<file path="src/rtl/hilo_unit_if.sv">
// -----------------------------------------------------------------------------
// hilo_unit_if
// Bundles the signals between the EX/decode stages and the Hi/Lo register unit.
//   MulStart     : EX issues a 64-bit result this cycle
//   ALU64Result  : 64-bit value to commit to {Hi,Lo}
//   MoveHi/Lo    : MTHI / MTLO write strobes
//   MoveData     : 32-bit data for MTHI / MTLO
//   ReadReq      : decode holds an instruction that reads Hi/Lo
//   HiLo         : registered {Hi,Lo}
//   Busy         : a 64-bit result is pending commit
//   Stall        : hold the requesting instruction
// master = pipeline side, slave = hilo_unit.
// -----------------------------------------------------------------------------
interface hilo_unit_if;
    logic        MulStart;
    logic [63:0] ALU64Result;
    logic        MoveHi;
    logic        MoveLo;
    logic [31:0] MoveData;
    logic        ReadReq;
    logic [63:0] HiLo;
    logic        Busy;
    logic        Stall;

    modport master (
        output MulStart, ALU64Result, MoveHi, MoveLo, MoveData, ReadReq,
        input  HiLo, Busy, Stall
    );

    modport slave (
        input  MulStart, ALU64Result, MoveHi, MoveLo, MoveData, ReadReq,
        output HiLo, Busy, Stall
    );
endinterface

</file>
<file path="src/rtl/hilo_unit.sv">
// -----------------------------------------------------------------------------
// hilo_unit
// Hi/Lo register pair with a fixed-latency commit path for 64-bit results.
// A 64-bit result issued in IDLE is held in a pending register and written to
// {Hi,Lo} exactly MUL_LAT edges after the issue edge. While a result is pending
// any request touching Hi/Lo is stalled and ignored; upstream re-presents it.
// Ports:
//   Clk   : rising-edge clock
//   Reset : synchronous active-high reset
//   bus   : hilo_unit_if.slave (requests in, HiLo/Busy/Stall out)
// Parameter:
//   MUL_LAT : edges from issue to commit, 1..15
// -----------------------------------------------------------------------------
module hilo_unit #(
    parameter int MUL_LAT = 4
) (
    input  logic        Clk,
    input  logic        Reset,
    hilo_unit_if.slave  bus
);

    typedef enum logic {
        IDLE = 1'b0,
        BUSY = 1'b1
    } state_t;

    // Counter starts at MUL_LAT-1 so the commit lands on the MUL_LAT-th edge.
    localparam logic [3:0] CntInit = 4'(MUL_LAT - 1);

    state_t      state_q;
    logic [3:0]  cnt_q;
    logic [63:0] pend_q;
    logic [63:0] hilo_q;

    always_ff @(posedge Clk) begin
        if (Reset) begin
            state_q <= IDLE;
            cnt_q   <= 4'd0;
            pend_q  <= 64'd0;
            hilo_q  <= 64'd0;
        end else begin
            case (state_q)
                IDLE: begin
                    // A 64-bit issue wins; moves in the same cycle are dropped.
                    if (bus.MulStart) begin
                        pend_q  <= bus.ALU64Result;
                        cnt_q   <= CntInit;
                        state_q <= BUSY;
                    end else begin
                        if (bus.MoveHi) hilo_q[63:32] <= bus.MoveData;
                        if (bus.MoveLo) hilo_q[31:0]  <= bus.MoveData;
                    end
                end
                BUSY: begin
                    // Requests are ignored here, including on the commit edge.
                    if (cnt_q != 4'd0) begin
                        cnt_q <= cnt_q - 4'd1;
                    end else begin
                        hilo_q  <= pend_q;
                        state_q <= IDLE;
                    end
                end
                default: state_q <= IDLE;
            endcase
        end
    end

    assign bus.HiLo  = hilo_q;
    assign bus.Busy  = (state_q == BUSY);
    assign bus.Stall = (state_q == BUSY) &
                       (bus.MulStart | bus.MoveHi | bus.MoveLo | bus.ReadReq);

endmodule

</file>
<file path="src/flat_wrapper.sv">
// flat-port wrapper written by rule: the top's interface ports become plain ports
module hilo_unit_flat 
#(
    parameter int MUL_LAT = 4
)
  (Clk, Reset, bus_MulStart, bus_ALU64Result, bus_MoveHi, bus_MoveLo, bus_MoveData, bus_ReadReq, bus_HiLo, bus_Busy, bus_Stall);
  hilo_unit_if bus_i ();
  input  logic Clk;
  input  logic Reset;
  input wire logic [$bits(bus_i.MulStart)-1:0] bus_MulStart;
  input wire logic [$bits(bus_i.ALU64Result)-1:0] bus_ALU64Result;
  input wire logic [$bits(bus_i.MoveHi)-1:0] bus_MoveHi;
  input wire logic [$bits(bus_i.MoveLo)-1:0] bus_MoveLo;
  input wire logic [$bits(bus_i.MoveData)-1:0] bus_MoveData;
  input wire logic [$bits(bus_i.ReadReq)-1:0] bus_ReadReq;
  output wire logic [$bits(bus_i.HiLo)-1:0] bus_HiLo;
  output wire logic [$bits(bus_i.Busy)-1:0] bus_Busy;
  output wire logic [$bits(bus_i.Stall)-1:0] bus_Stall;
  assign bus_i.MulStart = bus_MulStart;
  assign bus_i.ALU64Result = bus_ALU64Result;
  assign bus_i.MoveHi = bus_MoveHi;
  assign bus_i.MoveLo = bus_MoveLo;
  assign bus_i.MoveData = bus_MoveData;
  assign bus_i.ReadReq = bus_ReadReq;
  assign bus_HiLo = bus_i.HiLo;
  assign bus_Busy = bus_i.Busy;
  assign bus_Stall = bus_i.Stall;
  hilo_unit #(.MUL_LAT(MUL_LAT)) u_core (.Clk(Clk), .Reset(Reset), .bus(bus_i));
endmodule
</file>
<file path="config.mk">
export PLATFORM = sky130hd
export DESIGN_NAME = hilo_unit_flat
export DESIGN_NICKNAME = d
export VERILOG_FILES = /design/src/rtl/hilo_unit_if.sv /design/src/rtl/hilo_unit.sv /design/src/flat_wrapper.sv
export SDC_FILE = /design/constraint.sdc
export NUM_CORES = 1
export LEC_CHECK = 0
export ABC_AREA = 1
export BUFFER_PORTS_ARGS = -buffer_cell sky130_fd_sc_hd__buf_2
export CORE_UTILIZATION = 58
export CTS_CLUSTER_SIZE = 8
export DETAILED_ROUTE_END_ITERATION = 7
export GPL_TIMING_DRIVEN = 1
export HOLD_SLACK_MARGIN = 0.03
export PLACE_DENSITY = 0.86
export SYNTH_ARGS = -nofsm -noshare
export SYNTH_HDL_FRONTEND = slang
export SYNTH_SLANG_ARGS = --single-unit
export TNS_END_PERCENT = 5
</file>
<file path="constraint.sdc">
create_clock -name Clk -period 4.5 [get_ports Clk]
set_clock_uncertainty 0.15 [all_clocks]
set_input_delay 0.45 -clock Clk [delete_from_list [all_inputs] [get_ports Clk]]
set_output_delay 0.45 -clock Clk [all_outputs]
set_load 0.03 [all_outputs]
</file>
== Word level (Yosys, flattened, before mapping) ==
Cells that the tools add are included.

* Word-level logic and storage cells: 33
* Bits in writable memories: 0
* Memories kept: 0
* Latch bits: 0
* Output and inout port bits: 66
* Input port bits: 102
* Bits in read-only memories: 0
* Register bits: 133

* $add $sub $neg: 1
* Shift operators: 0
* Multiplexer cells: 11
* Multiply operators: 0
* Equal/unequal tests: 6
* Reductions and logical operators: 5
* Magnitude comparators: 0
* Div/mod/pow operators: 0
* Bitwise logic cells: 5

{| class="wikitable"
|+ Operator list
! operator !! number
|-
| two-way mux 64 bit || 2
|-
| one-hot mux 64 bit (2 select lines) || 1
|-
| two-way mux 32 bit || 2
|-
| inequality test 2 bit, second input constant || 6
|-
| two-way mux 4 bit || 2
|-
| one-hot mux 4 bit (2 select lines) || 1
|-
| AND reduction 3 bit || 2
|-
| AND reduction 2 bit || 2
|-
| nonzero test 4 bit || 1
|-
| subtractor 4 x 1 -> 4 bit, second input constant || 1
|-
| bitwise OR 1 bit || 3
|-
| two-way mux 1 bit || 2
|-
| one-hot mux 1 bit (2 select lines) || 1
|-
| bitwise AND 1 bit || 1
|-
| NOT 1 bit || 1
|}

== Logic depth before layout (Yosys ltp) ==
Gate-level depths: netlist of the first run.

* Depth after elaboration: 4
* Depth in mapped cells: 9
* Depth with buffers taken out: 8

== Least setup slack after synthesis of the first run ==
OpenSTA, ideal clock, no wires.

* Kind: register to output
* From: reg u_core.state_q, in the netlist u_core.bus.Busy
* To: out bus_Stall
* Buffers on the path: 1
* Arrival: 1139 ps
* Required time: 3900 ps
* Cell stages (with the launch flop): 4
* Path slack: 2761 ps
* Path through: dfxtp_1 > buf_6 > inv_2 > nor2_1

* Word-level cells in the longest chain between the ends: 1

{| class="wikitable"
|+ Ends and longest elaborated chain
! item !! line !! source
|-
| from (decl) || hilo_unit.sv:30 || <nowiki>state_t state_q;</nowiki>
|-
| from (signal assigned) || hilo_unit.sv:37 || <nowiki>state_q <= IDLE;</nowiki>
|-
| from (signal assigned) || hilo_unit.sv:48 || <nowiki>state_q <= BUSY;</nowiki>
|-
| from (signal assigned) || hilo_unit.sv:60 || <nowiki>state_q <= IDLE;</nowiki>
|-
| bitwise AND 1 bit || hilo_unit.sv:70 || <nowiki>assign bus.Stall = (state_q == BUSY) &</nowiki>
|-
| to (decl) || flat_wrapper.sv:18 || <nowiki>output wire logic [$bits(bus_i.Stall)-1:0] bus_Stall;</nowiki>
|}

Every way passes these cells.

== Worst setup path in the final report of the first run ==
* From: reg u_core.state_q, in the netlist u_core.bus.Busy
* To: reg u_core.hilo_q[18], in the netlist u_core.bus.HiLo[18]

* Word-level cells in the longest chain between the ends: 3
* Elaborated cells on any way between the ends: 6
* Those cells by class: eq/ne (3); mux (1); bitwise (1); reduce/logical (1)

{| class="wikitable"
|+ Ends and longest elaborated chain
! item !! line !! source
|-
| NOT 1 bit || hilo_unit.sv:42 || <nowiki>case (state_q)</nowiki>
|-
| inequality test 2 bit (no line) || n/a ||
|-
| AND reduction 3 bit (no line) || n/a ||
|-
| to (signal assigned) || hilo_unit.sv:51 || <nowiki>if (bus.MoveLo) hilo_q[31:0] <= bus.MoveData;</nowiki>
|-
| to (signal assigned) || hilo_unit.sv:59 || <nowiki>hilo_q <= pend_q;</nowiki>
|-
| to (decl) || hilo_unit.sv:33 || <nowiki>logic [63:0] hilo_q;</nowiki>
|}

Parallel ways exist; a longest one is shown, timed or not.
A chain may end at the register's enable or synchronous reset.

==> out/summary.txt, run 1 <==
PD cells -> 432 nW/um2
Die H -> 109 um
Register area share after synthesis -> 40.0%
Cell area after synthesis -> 6660 um2
RSZ-0062 raised after global routing -> no
Root Buffer -> clkbuf_16
Routing usage on met1 -> 35.5%
Slew margin rel. -> 23.7%
Standard-cell rows -> 38
Hold Buf Count CTS -> 0
Sink Count -> 133
Antenna Nets Post-Route -> 0
Dominant cells by area after synthesis -> dfxtp_1 40%, nor2_1 16%, inv_1 13%
Met3 Use GR -> 4.96%
Post-Route WL -> 15.7 mm
Syn nets -> 1171
First-pass GRT wire length -> 25.6 mm
Seq cells post-synth -> 133
Clk_lat worst skew -> 0.41 ns
Setup TNS -> 0 ns
Detailed-route via count -> 6421
Number of DRC markers in iteration 0 -> 411
First-pass DRT Iterations -> 5
Clock power frac -> 36.8%
Area leader, netlist -> dfxtp_1
Share of the synthesized area in the top cell type -> 40.0%
Mean post-synth cell area -> 6.24 um2
Global Route Usage Sum -> 27.5%
Number of global-route vias before repair -> 5696
Crit path DAT -> 3.01 ns
Compound-gate portion of the synthesized area -> 5.19%
# resized after CTS -> 0
Mux share of post-synthesis cell area -> 0%
Ant diodes -> 0
Clock buffer count from CTS -> 17
Final hold slack -> 0.114 ns
Synth-to-Final Area Change -> 17.6%
GRT met2 Usage -> 46.5%
H-tree depth -> 4
Leakage -> 4.72 nW
Post-Synth Simple-Gate Area -> 35.0%
Cells after Synth -> 1068
Status -> finished clean
Die X -> 109 um
Critical path type -> register to register
Measured slew at the worst slew-check pin -> 1.14 ns
Required time of the worst setup path -> 4.70 ns
Seq pwr share -> 40.8%
Gp weighted congestion -> 0.841
Postcts setup bufs -> 0
Hold Crit Class -> input pin to register
Total Nets Final -> 1296
Int Power -> 2.26 mW
Main combinational cell family by area after synthesis -> simple AND/OR/NAND/NOR gates
Switching Fraction -> 33.3%
Switching Power -> 1.13 mW
Fmax -> 355 MHz
Adder-Cell Fraction of Synth Area -> 0.188%
Final setup fails -> 0
Ys Warns -> 0
Hold Fails Final Rpt -> 0
Clock transition at the registers of the reported paths -> 0.06 ns
Initial antenna violation count -> 0
Drt drc -> 0
Largest fanout on the critical path -> 64
Global route total overflow -> 0
Worst vdd ir -> 225 uV
CTS tree -> done
Die area -> 11900 um2
Via/cell ratio -> 4.77
GR peak layer -> met2
Port Buffers -> 167
Core area -> 11000 um2
Final HPWL from detailed placement -> 10.4 mm
Initial core utilization -> 60.4%
# Max-Cap Violations -> 0
Pin count of the biggest net entering global routing -> 90
Final Power -> 3.38 mW
Yosys cell types -> 21
Gate power share -> 22.4%
Critical path capture point type -> register
Max clock buf depth -> 2
Max-slew violation count -> 0
Final period util -> 62.6%
Average wire per standard cell -> 11.6 um
Ratio of cells with drive above 1 in the final layout -> 17.5%
Critical Path Start Type -> register
Post-Synth XOR/XNOR Area -> 0.132%
Final period demand of the worst path -> 2.82 ns
Ports -> 168
## metal layers
metal  vias up  routed length [um]
li1       3395                   -
met1      2801                7100
met2       209                7470
met3        16                 909
met4         0                 191
met5         -                   0
## through the flow
| step | utilization [%] | setup WS [ns] | cells | cell area, um2 |
|---|---|---|---|---|
| after floorplan | - | 2.76 | 1068 | 6660 |
| after global placement | 66.1 | 1.79 | 1314 | 7290 |
| after detailed placement | 66.1 | 1.74 | 1314 | 7290 |
| after CTS | 71.0 | 1.71 | 1346 | 7830 |
| after global routing | 71.0 | 1.44 | 1346 | 7830 |
| final | 71.0 | 1.68 | 1346 | 7830 |
## worst max-delay path: stages, from the launching register on
cell and delay, ns:
dfxtp_4 0.79, buf_4 0.45, or2_1 0.25, buf_4 0.36, nand3_4 0.38, nand2_1 0.20
inv_1 0.06, nor2_1 0.09
## path summary, 6_finish.rpt
kind | from | end | slack, ns | cells past startpoint
max | u_core.bus.Busy$_SDFF_PP0_ | u_core.bus.HiLo[18]$_SDFFE_PP0P_ | 1.68 | 7
min | Reset | u_core.cnt_q[3]$_SDFFE_PP0P_ | 0.11 | 2
max reg2reg | u_core.bus.Busy$_SDFF_PP0_ | u_core.bus.HiLo[18]$_SDFFE_PP0P_ | 1.68 | 7
min reg2reg | u_core.pend_q[13]$_SDFFE_PP0P_ | u_core.pend_q[13]$_SDFFE_PP0P_ | 0.33 | 2
## registers in the layout, indices dropped and copies added, names as in the netlist
register,count
u_core.bus.Busy,1
u_core.bus.HiLo,64
u_core.cnt_q,4
u_core.pend_q,64
## synth_stat cells
| master | n |
|---|---|
| nor2_1 | 292 |
| inv_1 | 231 |
| nand2_1 | 197 |
| dfxtp_1 | 133 |
| nand4_1 | 65 |
| o21ai_0 | 65 |
| buf_2 | 26 |
| clkbuf_1 | 15 |
| buf_6 | 14 |
| buf_4 | 10 |
| a21oi_1 | 4 |
| nand3_1 | 4 |
| buf_1 | 2 |
| nand3_4 | 2 |
| or2_1 | 2 |
| ha_1 | 1 |
| inv_2 | 1 |
| nand2_2 | 1 |
| nand2_4 | 1 |
| nor4_1 | 1 |
| xor2_1 | 1 |
## cell families (layout without fill, tap and decap cells)
family / count (synthesis) / in the layout
flip-flops: 133 / 133
buffers and inverters: 299 / 437
AND/OR/NAND/NOR: 565 / 565
XOR/XNOR: 1 / 1
AO/OA/AOI/OAI: 69 / 69
adder cells (fa/ha/maj): 1 / 1
## cell usage in the layout (no fill, tap or decap), types with 2 or more instances in the layout
| cell type | n |
|---|---|
| clkbuf_1 | 2 |
| clkbuf_16 | 17 |
| nor2_1 | 292 |
| buf_2 | 167 |
| nand3_1 | 4 |
| inv_1 | 229 |
| nand3_4 | 2 |
| nand4_1 | 65 |
| dfxtp_1 | 132 |
| a21oi_1 | 4 |
| inv_2 | 2 |
| or2_1 | 2 |
| clkinvlp_4 | 4 |
| clkinv_2 | 2 |
| o21ai_0 | 65 |
| nand2_1 | 197 |
| inv_6 | 2 |
| buf_4 | 6 |
| clkinv_4 | 6 |
## power groups by stage
stage / registers, mW / logic, mW / clock network (mW)
2_1_floorplan: 1.52 / 0.463 / 0
3_3_place_gp: 1.40 / 0.737 / 0
3_5_place_dp: 1.41 / 0.752 / 0
4_1_cts: 1.38 / 0.759 / 1.26
5_1_grt: 1.40 / 0.856 / 1.32
6_report: 1.38 / 0.757 / 1.25
## final cells by class
class / count / area [um2]
Multi-Input combinational cell: 636 / 2700
Fill cell: 1010 / 3200
Timing Repair Buffer: 173 / 881
Sequential cell: 133 / 2670
Clock inverter: 13 / 105
Clock buffer: 19 / 433
Tap cell: 140 / 175
Inverter: 232 / 872
No activity file was read; power rests on OpenSTA's default activity.
==> run 2, diff against run 1 <==
--- a/config.mk
+++ b/config.mk
@@ -5,14 +5,14 @@
 export SDC_FILE = /design/constraint.sdc
 export NUM_CORES = 1
 export LEC_CHECK = 0
-export ABC_AREA = 1
+export ABC_AREA = 0
 export BUFFER_PORTS_ARGS = -buffer_cell sky130_fd_sc_hd__buf_2
-export CORE_UTILIZATION = 58
+export CORE_UTILIZATION = 47
 export CTS_CLUSTER_SIZE = 8
 export DETAILED_ROUTE_END_ITERATION = 7
 export GPL_TIMING_DRIVEN = 1
 export HOLD_SLACK_MARGIN = 0.03
-export PLACE_DENSITY = 0.86
+export PLACE_DENSITY = 0.76
 export SYNTH_ARGS = -nofsm -noshare
 export SYNTH_HDL_FRONTEND = slang
 export SYNTH_SLANG_ARGS = --single-unit
==> constraint.sdc (replaced) <==
create_clock -name Clk -period 2.4 [get_ports Clk]
set_clock_uncertainty 0.15 [all_clocks]
set_input_delay 0.24 -clock Clk [delete_from_list [all_inputs] [get_ports Clk]]
set_output_delay 0.24 -clock Clk [all_outputs]
set_load 0.03 [all_outputs]
==> run 2 against run 1 <==
Compared with the run above:
- non-clock buffer count increased by 74
- synthesized area decreased by 14%
- synthesized cell count decreased by 43%
- total power increased by 80%
- flip-flop and latch count unchanged
- largest power group unchanged
- highest routed layer unchanged
==> out/summary.txt, run 2 <==
Clk_lat worst skew -> 0.41 ns (about the same)
Top FF cell, synth -> dfxtp_1 (unchanged)
Average wire per standard cell -> 16.9 um (was 11.6 um)
Worst vdd ir -> 417 uV (was 225 uV)
Worst reg-to-reg setup slack -> 0.14 ns (was 1.68 ns)
Fill cells -> 896 (was 1010)
Synth-to-Final Area Change -> 34.7% (was 17.6%)
Ports -> 168 (unchanged)
Fmax -> 442 MHz (was 355 MHz)
Ratio of cells with drive above 1 in the final layout -> 33.1% (was 17.5%)
Max incr delay on CP -> 0.66 ns (was 0.79 ns)
Die H -> 112 um (was 109 um)
WP buf/inv -> 1 (was 3)
Root Buffer -> clkbuf_16 (unchanged)
Final hold slack -> 0.0501 ns (was 0.114 ns)
Standard-cell rows -> 39 (was 38)
Highest-delay cell along the critical path -> or2_2 (was dfxtp_4)
Drt drc -> 0 (unchanged)
Sink Count -> 133 (unchanged)
R2r startpoint -> u_core.cnt_q[0]$_SDFFE_PP0P_ (was u_core.bus.Busy$_SDFF_PP0_)
Setup TNS -> 0 ns (unchanged)
Port Buffers -> 167 (unchanged)
Number of DRC markers in iteration 0 -> 378 (was 411)
Clock buffer count from CTS -> 17 (unchanged)
Commonest non-fill, non-tap cells in the layout -> 166 x buf_2, 132 x dfxtp_1, 129 x nand2_1 (was 292 x nor2_1, 229 x inv_1, 197 x nand2_1)
Required time of the worst setup path -> 2.57 ns (was 4.70 ns)
Cells after Synth -> 604 (was 1068)
Final setup fails -> 0 (unchanged)
Final period demand of the worst path -> 2.26 ns (was 2.82 ns)
Commonest cells in the netlist -> 133 x dfxtp_1, 129 x nand2_1, 68 x a21oi_1 (was 292 x nor2_1, 231 x inv_1, 197 x nand2_1)
WL met2 -> 8.14 mm (was 7.47 mm)
Critical Path Start Type -> register (unchanged)
Final period util -> 94.3% (was 62.6%)
Worst Hold End -> u_core.bus.HiLo[28]$_SDFFE_PP0P_ (was u_core.cnt_q[3]$_SDFFE_PP0P_)
Total Nets Final -> 914 (was 1296)
Gp weighted congestion -> 0.799 (was 0.841)
Hold Fails Final Rpt -> 0 (unchanged)
Hold_sp -> bus_MoveData[28] (was Reset)
Register area share after synthesis -> 46.5% (was 40.0%)
Clock transition at the registers of the reported paths -> 0.05 ns (was 0.06 ns)
Antenna Nets Post-Route -> 0 (unchanged)
Dominant cells by area after synthesis -> dfxtp_1 46%, a211oi_2 13%, mux2i_1 11% (was dfxtp_1 40%, nor2_1 16%, inv_1 13%)
Ys Warns -> 0 (unchanged)
CP cell instances -> inv_1 > ha_1 > and4bb_2 > or2_2 > a211oi_1 (was buf_4 > or2_1 > buf_4 > nand3_4 > nand2_1 > inv_1 > nor2_1)
Mean post-synth cell area -> 9.49 um2 (was 6.24 um2)
RR Endpoint -> u_core.bus.HiLo[57]$_SDFFE_PP0P_ (was u_core.bus.HiLo[18]$_SDFFE_PP0P_)
Metal3 WL -> 929 um (was 909 um)
Crit path DAT -> 2.43 ns (was 3.01 ns)
First-pass DRT Iterations -> 5 (unchanged)
Cell family with most CP delay -> simple AND/OR/NAND/NOR gates (unchanged)
Met1 WL -> 6.62 mm (was 7.10 mm)
Via/cell ratio -> 5.51 (was 4.77)
Slew margin rel. -> 34.1% (was 23.7%)
# Max-Cap Violations -> 0 (unchanged)
Cell area after synthesis -> 5730 um2 (was 6660 um2)
Die X -> 112 um (was 109 um)
Core area -> 11700 um2 (was 11000 um2)
RSZ-0062 raised after global routing -> no (unchanged)
Share of the synthesized area in the top cell type -> 46.5% (was 40.0%)
Postcts setup bufs -> 0 (unchanged)
Max-slew violation count -> 0 (unchanged)
Syn nets -> 707 (was 1171)
Die area -> 12600 um2 (was 11900 um2)
Most frequent cell after synthesis -> dfxtp_1 (was nor2_1)
Detailed-route via count -> 5292 (was 6421)
Ant diodes -> 0 (unchanged)
Worst hold stages -> 3 (was 2)
Final HPWL from detailed placement -> 10.3 mm (was 10.4 mm)
Yosys cell types -> 28 (was 21)
Most common cell after layout, fill and taps aside -> buf_2 (was nor2_1)
Ys async rst share -> 0% (unchanged)
R2R cell count -> 5 (was 7)
Status -> finished clean (unchanged)
PD cells -> 788 nW/um2 (was 432 nW/um2)
Leakage -> 3.17 nW (was 4.72 nW)
Hold Crit Class -> input pin to register (unchanged)
Measured slew at the worst slew-check pin -> 0.989 ns (was 1.14 ns)
CTS tree -> done (unchanged)
Seq cells post-synth -> 133 (unchanged)
Initial core utilization -> 49.1% (was 60.4%)
Post-Route WL -> 16.2 mm (was 15.7 mm)
Post-synth EDFFs -> 0 (unchanged)
H-tree depth -> 4 (unchanged)
# resized after CTS -> 0 (unchanged)
Area leader, netlist -> dfxtp_1 (unchanged)
First-pass GRT wire length -> 25.8 mm (was 25.6 mm)
Critical path capture point type -> register (unchanged)
Global route total overflow -> 0 (unchanged)
Top Metal Used -> met4 (unchanged)
Initial antenna violation count -> 0 (unchanged)
Number of global-route vias before repair -> 5421 (was 5696)
Pin count of the biggest net entering global routing -> 45 (was 90)
Max clock buf depth -> 2 (unchanged)
Global Route Usage Sum -> 26.3% (was 27.5%)
Critical path type -> register to register (unchanged)
Largest fanout on the critical path -> 32 (was 64)
run 2: worst reg2reg max path: stages, from the launching register on:
cell	delay, ns
dfxtp_1	0.38
inv_1	0.08
ha_1	0.24
and4bb_2	0.29
or2_2	0.66
a211oi_1	0.36
run 2: worst max-delay path by stage:
stage	start	end	cells after the start
4_1_cts	u_core.cnt_q[0]$_SDFFE_PP0P_	u_core.bus.HiLo[57]$_SDFFE_PP0P_	5
3_3_place_gp	u_core.cnt_q[0]$_SDFFE_PP0P_	u_core.bus.HiLo[63]$_SDFFE_PP0P_	5
3_5_place_dp	u_core.cnt_q[0]$_SDFFE_PP0P_	u_core.bus.HiLo[63]$_SDFFE_PP0P_	5
2_1_floorplan	u_core.bus.Busy$_SDFF_PP0_	bus_Stall	4
5_1_grt	u_core.cnt_q[0]$_SDFFE_PP0P_	u_core.bus.HiLo[57]$_SDFFE_PP0P_	5
6_report	u_core.cnt_q[0]$_SDFFE_PP0P_	u_core.bus.HiLo[57]$_SDFFE_PP0P_	5
run 2: metal layers:
metal	GRT usage (%)	vias to the layer above
met5	0	-
met2	45.9	219
li1	-	2543
met1	30.2	2480
met4	13.3	0
met3	6.10	50
run 2: kinds of logic (layout without fill, tap and decap cells):
kind of cell               Yosys count  in the layout  synth area share (%)
adders and majority gates            1              1                 0.218
AOI/OAI and AO/OA                  139            139                  20.5
buffers and inverters               61            275                  5.81
and+or+nand+nor                    206            206                  15.8
muxes                               64             64                  11.2
DFF                                133            133                  46.5
run 2: cell type report:
| class | instances | area [um2] | share of cell area, % |
|---|---|---|---|
| clock buffer | 25 | 455 | 5.90 |
| multi-input combinational | 410 | 2760 | 35.7 |
| tap | 143 | 179 | 2.32 |
| sequential | 133 | 2670 | 34.5 |
| inverter | 2 | 7.51 | 0.0973 |
| timing repair buffer | 247 | 1650 | 21.4 |
| clock inverter | 1 | 5.00 | 0.0648 |
run 2: metrics by stage:
step	total power, mW	area, um2	utilization, %	instances	worst slack (ns)
6_report	6.09	7720	66.2	961	0.137
5_1_grt	6.31	7720	66.2	961	0.0184
3_5_place_dp	3.90	6620	56.7	871	0.160
2_1_floorplan	3.52	5730	-	604	0.653
4_1_cts	6.10	7720	66.2	961	0.130
3_3_place_gp	3.86	6620	56.7	871	0.268
run 2: where the power goes:
part | internal (mW) | switching (mW)
sequential | 2.41 | 0.136
combinational | 0.546 | 0.853
clock | 1.28 | 0.858
run 2: timing repair:
| item | CTS | global route |
|---|---|---|
| hold endpoints to repair | 64 | 0 |
| hold buffers | 64 | 0 |
| setup endpoints to repair | 0 | 0 |
